--- src/rtl/regfile_pkg.sv ---
// Shared constants and types for the register-file write path.
package regfile_pkg;

    localparam int unsigned ADDRSIZE_DEF = 5;
    localparam int unsigned WORDSIZE_DEF = 64;
    localparam int unsigned ZERO_REG     = 0;

    typedef logic [ADDRSIZE_DEF-1:0] reg_addr_t;
    typedef logic [WORDSIZE_DEF-1:0] reg_word_t;

endpackage

--- src/rtl/rr_arbiter.sv ---
// Round-robin arbiter: grants the first requester at or above the priority pointer.
module rr_arbiter #(
    parameter int unsigned NREQ = 2,
    localparam int unsigned IDW = (NREQ > 1) ? $clog2(NREQ) : 1
) (
    input  logic            clk,
    input  logic            rst_n,
    input  logic [NREQ-1:0] req,
    input  logic            en,
    input  logic            advance,
    output logic [NREQ-1:0] gnt,
    output logic [IDW-1:0]  gnt_idx
);

    logic [IDW-1:0] ptr_q, ptr_d;

    always_comb begin
        int unsigned j;
        logic        found;
        gnt     = '0;
        gnt_idx = '0;
        found   = 1'b0;
        j       = 0;
        for (int unsigned k = 0; k < NREQ; k++) begin
            j = (32'(ptr_q) + k) % NREQ;
            if (en && !found && req[j]) begin
                found   = 1'b1;
                gnt[j]  = 1'b1;
                gnt_idx = IDW'(j);
            end
        end
    end

    // The pointer moves only on a completed transfer, so a hold leaves it untouched.
    always_comb begin
        ptr_d = ptr_q;
        if (advance) begin
            ptr_d = (gnt_idx == IDW'(NREQ - 1)) ? '0 : gnt_idx + 1'b1;
        end
    end

    always_ff @(posedge clk or negedge rst_n) begin
        if (!rst_n) begin
            ptr_q <= '0;
        end else begin
            ptr_q <= ptr_d;
        end
    end

endmodule

--- src/rtl/regfile_write_arbiter.sv ---
// Shares the register file write port among NREQ writeback sources, round-robin,
// with a registered output stage and silent absorption of x0 writes.
module regfile_write_arbiter
    import regfile_pkg::*;
#(
    parameter int unsigned ADDRSIZE = ADDRSIZE_DEF,
    parameter int unsigned WORDSIZE = WORDSIZE_DEF,
    parameter int unsigned NREQ     = 2,
    localparam int unsigned IDW     = (NREQ > 1) ? $clog2(NREQ) : 1
) (
    input  logic                     clk,
    input  logic                     rst_n,
    input  logic                     hold,
    input  logic [NREQ-1:0]          req_valid,
    output logic [NREQ-1:0]          req_ready,
    input  logic [NREQ*ADDRSIZE-1:0] req_rd,
    input  logic [NREQ*WORDSIZE-1:0] req_data,
    output logic                     regwr,
    output logic [ADDRSIZE-1:0]      rd,
    output logic [WORDSIZE-1:0]      rddata,
    output logic [IDW-1:0]           grant_id
);

    logic [NREQ-1:0]     gnt;
    logic [IDW-1:0]      gnt_idx;
    logic                transfer;
    logic [ADDRSIZE-1:0] sel_rd;
    logic [WORDSIZE-1:0] sel_data;

    logic                regwr_q, regwr_d;
    logic [ADDRSIZE-1:0] rd_q, rd_d;
    logic [WORDSIZE-1:0] rddata_q, rddata_d;
    logic [IDW-1:0]      grant_id_q, grant_id_d;

    rr_arbiter #(
        .NREQ (NREQ)
    ) u_rr_arbiter (
        .clk     (clk),
        .rst_n   (rst_n),
        .req     (req_valid),
        .en      (!hold),
        .advance (transfer),
        .gnt     (gnt),
        .gnt_idx (gnt_idx)
    );

    // A grant is only ever issued to a valid requester, so any grant is a transfer.
    assign req_ready = gnt;
    assign transfer  = |gnt;
    assign sel_rd    = req_rd[gnt_idx*ADDRSIZE +: ADDRSIZE];
    assign sel_data  = req_data[gnt_idx*WORDSIZE +: WORDSIZE];

    always_comb begin
        regwr_d    = 1'b0;
        rd_d       = rd_q;
        rddata_d   = rddata_q;
        grant_id_d = grant_id_q;
        if (transfer) begin
            regwr_d    = (sel_rd != ADDRSIZE'(ZERO_REG));
            rd_d       = sel_rd;
            rddata_d   = sel_data;
            grant_id_d = gnt_idx;
        end
    end

    always_ff @(posedge clk or negedge rst_n) begin
        if (!rst_n) begin
            regwr_q    <= 1'b0;
            rd_q       <= '0;
            rddata_q   <= '0;
            grant_id_q <= '0;
        end else begin
            regwr_q    <= regwr_d;
            rd_q       <= rd_d;
            rddata_q   <= rddata_d;
            grant_id_q <= grant_id_d;
        end
    end

    assign regwr    = regwr_q;
    assign rd       = rd_q;
    assign rddata   = rddata_q;
    assign grant_id = grant_id_q;

endmodule
--- config.mk ---
export PLATFORM = sky130hd
export DESIGN_NAME = regfile_write_arbiter
export DESIGN_NICKNAME = d
export VERILOG_FILES = /design/src/rtl/regfile_pkg.sv /design/src/rtl/rr_arbiter.sv /design/src/rtl/regfile_write_arbiter.sv
export SDC_FILE = /design/constraint.sdc
export NUM_CORES = 1
export LEC_CHECK = 0
export ABC_AREA = 1
export CAP_MARGIN = 20
export CELL_PAD_IN_SITES_DETAIL_PLACEMENT = 0
export CELL_PAD_IN_SITES_GLOBAL_PLACEMENT = 2
export CORE_UTILIZATION = 18
export CTS_CLUSTER_DIAMETER = 100
export DETAILED_ROUTE_END_ITERATION = 8
export PLACE_DENSITY = 0.86
export SKIP_LAST_GASP = 1
export SLEW_MARGIN = 40
export SYNTH_ARGS = -nofsm -noshare
export SYNTH_HDL_FRONTEND = slang
export SYNTH_SLANG_ARGS = --single-unit
--- constraint.sdc ---
create_clock -name clk -period 1.6 [get_ports clk]
set_clock_uncertainty 0.15 [all_clocks]
set_input_delay 0.32 -clock clk [delete_from_list [all_inputs] [get_ports clk]]
set_output_delay 0.32 -clock clk [all_outputs]
set_load 0.1 [all_outputs]
==> results of run 1 <==
-- routing by layer --
layer	up-vias	wire length [um]	track usage, %
met5	-	0	0
met4	0	59	3.297
met3	4	1106	4.667
met2	169	5504	21.04
met1	1661	5012	15.33
li1	1717	-	-
-- worst reg2reg max path: cells and delay by family (launching register included) --
| kind | cells | cell delay [ps] |
|---|---|---|
| buffers and inverters | 8 | 910 |
| flip-flops | 1 | 410 |
| AO/OA/AOI/OAI | 1 | 100 |
-- power by group --
| group | total [mW] | switching (mW) | internal [mW] |
|---|---|---|---|
| Sequential | 2.39 | 0.302 | 2.08 |
| Clock | 1.97 | 0.769 | 1.20 |
| Combinational | 4.04 | 2.50 | 1.54 |
| Total | 8.40 | 3.58 | 4.83 |
-- final cells by class --
class / count / area [um^2]
multi-input combinational: 292 / 1255
tap: 225 / 281.5
clock buffer: 12 / 236.5
sequential: 72 / 1802
fill: 1717 / 10690
timing repair buffer: 244 / 3172
clock inverter: 4 / 45.04
inverter: 13 / 53.80
-- worst paths after layout --
kind | start | end | depth (start not counted)
min in group clk | rddata[62] | rddata[62] | 2
hold / removal | rst_n | rddata[1] | 2
max in group asynchronous | rst_n | rddata[36] | 3
hold reg to reg | rddata[62] | rddata[62] | 2
setup / recovery | u_rr_arbiter.ptr_q | req_ready[1] | 5
setup reg to reg | u_rr_arbiter.ptr_q | u_rr_arbiter.ptr_q | 9
-- stage by stage --
step,hold slack [ps],utilization (%)
global route,339.3,39.03
CTS,297.3,39.01
finish,301.0,39.03
global placement,113.6,36.80
floorplan,-125.6,-
detailed placement,120.5,36.80
-- layout by cell type, fill, tap and decap left out --
| cell type | synthesis | final |
|---|---|---|
| inv_6 | 0 | 1 |
| a21oi_2 | 1 | 1 |
| buf_12 | 1 | 79 |
| nand2_4 | 1 | 1 |
| nand3b_1 | 1 | 1 |
| bufinv_16 | 0 | 1 |
| o21ai_0 | 7 | 6 |
| clkinv_2 | 0 | 3 |
| nor2_4 | 1 | 1 |
| clkdlybuf4s50_1 | 0 | 138 |
| clkbuf_16 | 0 | 9 |
| nand2_2 | 10 | 12 |
| dlygate4sd3_1 | 0 | 1 |
| clkbuf_1 | 0 | 3 |
| o21ai_1 | 0 | 1 |
| dfrtp_1 | 72 | 72 |
| inv_1 | 9 | 8 |
| a21oi_4 | 0 | 1 |
| buf_4 | 1 | 23 |
| nor2_1 | 4 | 4 |
| nand2_1 | 199 | 197 |
| inv_2 | 4 | 4 |
| dlygate4sd2_1 | 0 | 3 |
| nand3_1 | 67 | 67 |
-- sequential cells by signal (all words and copies together) (netlist names) --
signal,flops
rddata,64
regwr,1
rd,5
grant_id,1
u_rr_arbiter.ptr_q,1
-- logic make-up (layout without fill, tap and decap cells) --
kind of cell           count (synthesis)  in the layout  share of synthesized area [%]
flip-flops                            72             72                          55.07
AND/OR/NAND/NOR                      283            283                          36.37
AO/OA/AOI/OAI                          9              9                          1.491
buffers and inverters                 35            273                          7.075
-- timing repair --
action | 4_1_cts | 5_1_grt
pin swaps | 3 | 1
setup endpoints to repair | 2 | 4
setup buffers | 12 | 0
endpoints found under the hold margin | 22 | 0
hold buffers | 1 | 0
gates resized for setup | 8 | 2
==> results.json, run 1 <==
{
  "outcome": "finished, violations left",
  "violations": "setup timing",
  "die_h_um": 136.8,
  "placedCellCount": 833,
  "cts_tree": "built",
  "drtPass1Iterations": 4,
  "reg2reg_slack_ps": -30,
  "overflow": 0,
  "dieWidth_um": 136.8,
  "setup-tns-final_ps": -92.65,
  "p_leak_nw": 3.102,
  "placementRows": 48,
  "place_area_um2": 6454,
  "drc": 0,
  "synth_seq_cells": 72,
  "ys.flop_type": "dfrtp_1",
  "final_cell_area_um2": 6845,
  "rsz0062_at_grt": "yes",
  "fin_crit_sh_pct": 103.6,
  "synth_edf_count": 0,
  "clk_pin_slew_worst_paths_ps": 60,
  "pin_count": 216,
  "slew_headroom_pct": 75.56,
  "power_mw": 8.402,
  "antenna_found_initial": 0,
  "dp_hpwl_um": 8799,
  "drive_gt1_share_pct": 21.35,
  "finalSetupViolations": 2,
  "cp_num_buf_inv": 3,
  "peakVddDrop_mv": 0.6376,
  "period_needed_ps": 1658,
  "wl_per_cell_um": 13.55,
  "crit_family": "flip-flops",
  "cts.sinks": 72,
  "gp_congestion": 0.8241,
  "synthesis.nets": 542,
  "dieArea_um2": 18720,
  "synth_cells": 399,
  "startpoint_type": "flop",
  "num_vias": 3551,
  "ys_warn_count": 0,
  "crit_required_ps": 1130,
  "ant_nets": 0,
  "max-cap-violations": 0,
  "hold_viol_final": 0,
  "grt_max_degree": 41,
  "crit_arrival_ps": 1190,
  "grt_pass1_wl_um": 18310,
  "pre_cts_slack_ps": -351.3,
  "avgSynthCellArea_um2": 8.200,
  "fin_ws_ps": -57.70,
  "slowest_stage": "dfrtp_1",
  "root_buffer": "clkbuf_16",
  "clock_tree.buffer_depth": 2,
  "endpoint_kind": "output pin",
  "yosysMostFrequentCell": "nand2_1",
  "diodes": 0,
  "grt_use_total_pct": 12.65,
  "cts.htree.levels": 3,
  "start_util_pct": 18.66,
  "hold_path_class": "input port to async pin",
  "synth_top_cell_by_area": "dfrtp_1",
  "synth_top_area_share_pct": 55.07,
  "path_max_fanout": 2,
  "slowest_delay_ps": 420,
  "yosysSeqAreaShare_pct": 55.07,
  "syn2layout_area_growth_pct": 109.2,
  "critical_path.cell_chain": "inv_2, nand2_2, nand2_4, inv_6, buf_12",
  "cts_buffers": 9,
  "nets": 775,
  "slew_violations": 0,
  "grt_pass1_vias": 3652,
  "synthesis.area_um2": 3272,
  "routed_wl_um": 11680,
  "path_class": "flop to output pin",
  "worst_pin_slew_ps": 366.5,
  "synthTopCellsByArea": "dfrtp_1 (55%), nand2_1 (23%), nand3_1 (10%), buf_6 (3.1%), nand2_2 (1.9%)",
  "drt_iter0_drc": 94,
  "ys_top_cells_by_count": "nand2_1 (199), dfrtp_1 (72), nand3_1 (67), buf_2 (10), nand2_2 (10)",
  "fmax_mhz": 603.2,
  "powerDensity_nw_per_um2": 1227,
  "vias_per_cell": 4.119,
  "postSynth.asyncResetShare_pct": 100.0,
  "port_buffers": 215,
  "core_um2": 17540,
  "clk_latency_ps": 330,
  "layout.cells.non_filler": 862,
  "ys_types": 18
}
Note: power is estimated with default switching activity, not from simulation.
==> inputs of run 2 (changes only) <==
--- a/config.mk
+++ b/config.mk
@@ -16,3 +16,2 @@
 export SKIP_LAST_GASP = 1
-export SLEW_MARGIN = 40
 export SYNTH_ARGS = -nofsm -noshare
==> constraint.sdc (replaced) <==
create_clock -name clk -period 1.6 [get_ports clk]
set_clock_uncertainty 0.15 [all_clocks]
set_input_delay 0.16 -clock clk [delete_from_list [all_inputs] [get_ports clk]]
set_output_delay 0.16 -clock clk [all_outputs]
set_load 0.1 [all_outputs]
==> results.json, run 2 (synthesis gave the netlist of run 1 again) <==
{
  "outcome": "finished clean",
  "clk_latency_ps": 330,
  "endpoint_kind": "output pin",
  "cts_buffers": 9,
  "dieWidth_um": 136.8,
  "slew_headroom_pct": 83.36,
  "cts_tree": "built",
  "ant_nets": 0,
  "gp_congestion": 0.7570,
  "holdWs_ps": 128.5,
  "startpoint_type": "input port",
  "clock_tree.buffer_depth": 2,
  "final_common_cell": "nand2_1",
  "antenna_found_initial": 0,
  "placementRows": 48,
  "drive_gt1_share_pct": 20.48,
  "pin_count": 216,
  "max-cap-violations": 0,
  "peakVddDrop_mv": 0.5564,
  "overflow": 0,
  "root_buffer": "clkbuf_16",
  "crit_required_ps": 1290,
  "fin_crit_sh_pct": 95.82,
  "grt_pass1_wl_um": 17600,
  "fmax_mhz": 652.3,
  "num_vias": 3454,
  "drc": 0,
  "setup-tns-final_ps": 0,
  "powerDensity_nw_per_um2": 1277,
  "port_buffers": 215,
  "largest_reg_flops": 64,
  "slew_violations": 0,
  "diodes": 0,
  "wl_per_cell_um": 13.32,
  "grt_max_degree": 48,
  "die_h_um": 136.8,
  "cts.sinks": 72,
  "drt_iter0_drc": 106,
  "hold_viol_final": 0,
  "p_leak_nw": 3.109,
  "cts.htree.levels": 3,
  "drtPass1Iterations": 6,
  "rsz0062_at_grt": "no",
  "vias_per_cell": 4.040,
  "routed_wl_um": 11390,
  "clk_pin_slew_worst_paths_ps": 60,
  "period_needed_ps": 1533,
  "grt_pass1_vias": 3555,
  "nets": 768,
  "crit_arrival_ps": 1220,
  "dieArea_um2": 18720,
  "core_um2": 17540,
  "worst_pin_slew_ps": 247.0,
  "grt_use_total_pct": 12.35,
  "n_fill_cell": 1689,
  "final_cell_mix": "nand2_1 (198), clkdlybuf4s50_1 (140), buf_12 (80), dfrtp_1 (72), nand3_1 (67)",
  "finalSetupViolations": 0,
  "dp_hpwl_um": 8590,
  "start_util_pct": 18.66,
  "syn2layout_area_growth_pct": 110.4,
  "path_max_fanout": 3,
  "hold_path_class": "input port to async pin",
  "path_class": "input port to output pin"
}
==> run 2: changes by cell type in the layout (fill, tap and decap cells not counted), moves of 2 or more <==
cell and change:
buf_4 -9, bufinv_16 +2, clkbuf_1 -3, clkbuf_8 +2, clkdlybuf4s50_1 +2, clkinv_2 -2
dlygate4sd2_1 -3
==> run 2: metrics by stage <==
| stage | instances | util (%) | cell area (um^2) | total power, mW | worst slack, ps |
|---|---|---|---|---|---|
| final | 855 | 39.25 | 6883 | 8.790 | 66.87 |
| after global routing | 855 | 39.25 | 6883 | 9.120 | 11.69 |
| after CTS | 854 | 39.19 | 6873 | 8.916 | 1.392 |
| after detailed placement | 836 | 37.00 | 6489 | 6.449 | -131.0 |
| after global placement | 836 | 37.00 | 6489 | 6.423 | -85.01 |
| after floorplan | 399 | - | 3272 | 4.579 | 27.88 |
==> run 2: layout make-up <==
type | count | area, um^2 | share of cell area [%]
multi-input combinational | 292 | 1249 | 18.14
tap | 225 | 281.5 | 4.090
clock inverter | 5 | 102.6 | 1.491
timing repair buffer | 237 | 3142 | 45.65
inverter | 13 | 53.80 | 0.7817
clock buffer | 11 | 252.7 | 3.672
sequential | 72 | 1802 | 26.18
==> run 2: metal layers <==
metal	part of all wire, %	vias to the layer above	track usage, %	wire length, um
met3	11	13	4.407	1196
li1	-	1704	-	-
met5	0	-	0	0
met1	40	1581	13.98	4573
met2	48	156	20.90	5417
met4	1.7	0	5.311	199
==> run 2: worst paths after layout <==
path                                    start            to  slack, ps  cells after the start
max                              req_valid[0]  req_ready[0]         70                      5
min                                     rst_n         rd[2]        130                      2
min in group clk                         hold      grant_id        200                      6
max reg2reg                u_rr_arbiter.ptr_q    rddata[37]        130                      8
min reg2reg                        rddata[16]    rddata[16]        390                      2
max in group asynchronous               rst_n    rddata[26]        640                      3
==> run 2: critical path, stage by stage <==
cell and delay (ps):
clkdlybuf4s50_1 490, nand2_1 110, a21oi_4 150, buf_6 140
buf_12 170
==> run 2: what timing repair did <==
action / 4_1_cts / 5_1_grt
endpoints found under the setup margin: 2 / 2
hold buffers: 1 / 0
endpoints found under the hold margin: 72 / 0
buffers inserted: 1 / 1
cloned: 0 / 0
resized for setup: 4 / 1
==> run 2: where the power goes <==
part | total [mW] | switching (mW) | internal [mW]
registers | 2.39 | 0.301 | 2.08
logic | 4.01 | 2.49 | 1.52
clock network | 2.39 | 0.788 | 1.61
total | 8.79 | 3.58 | 5.21
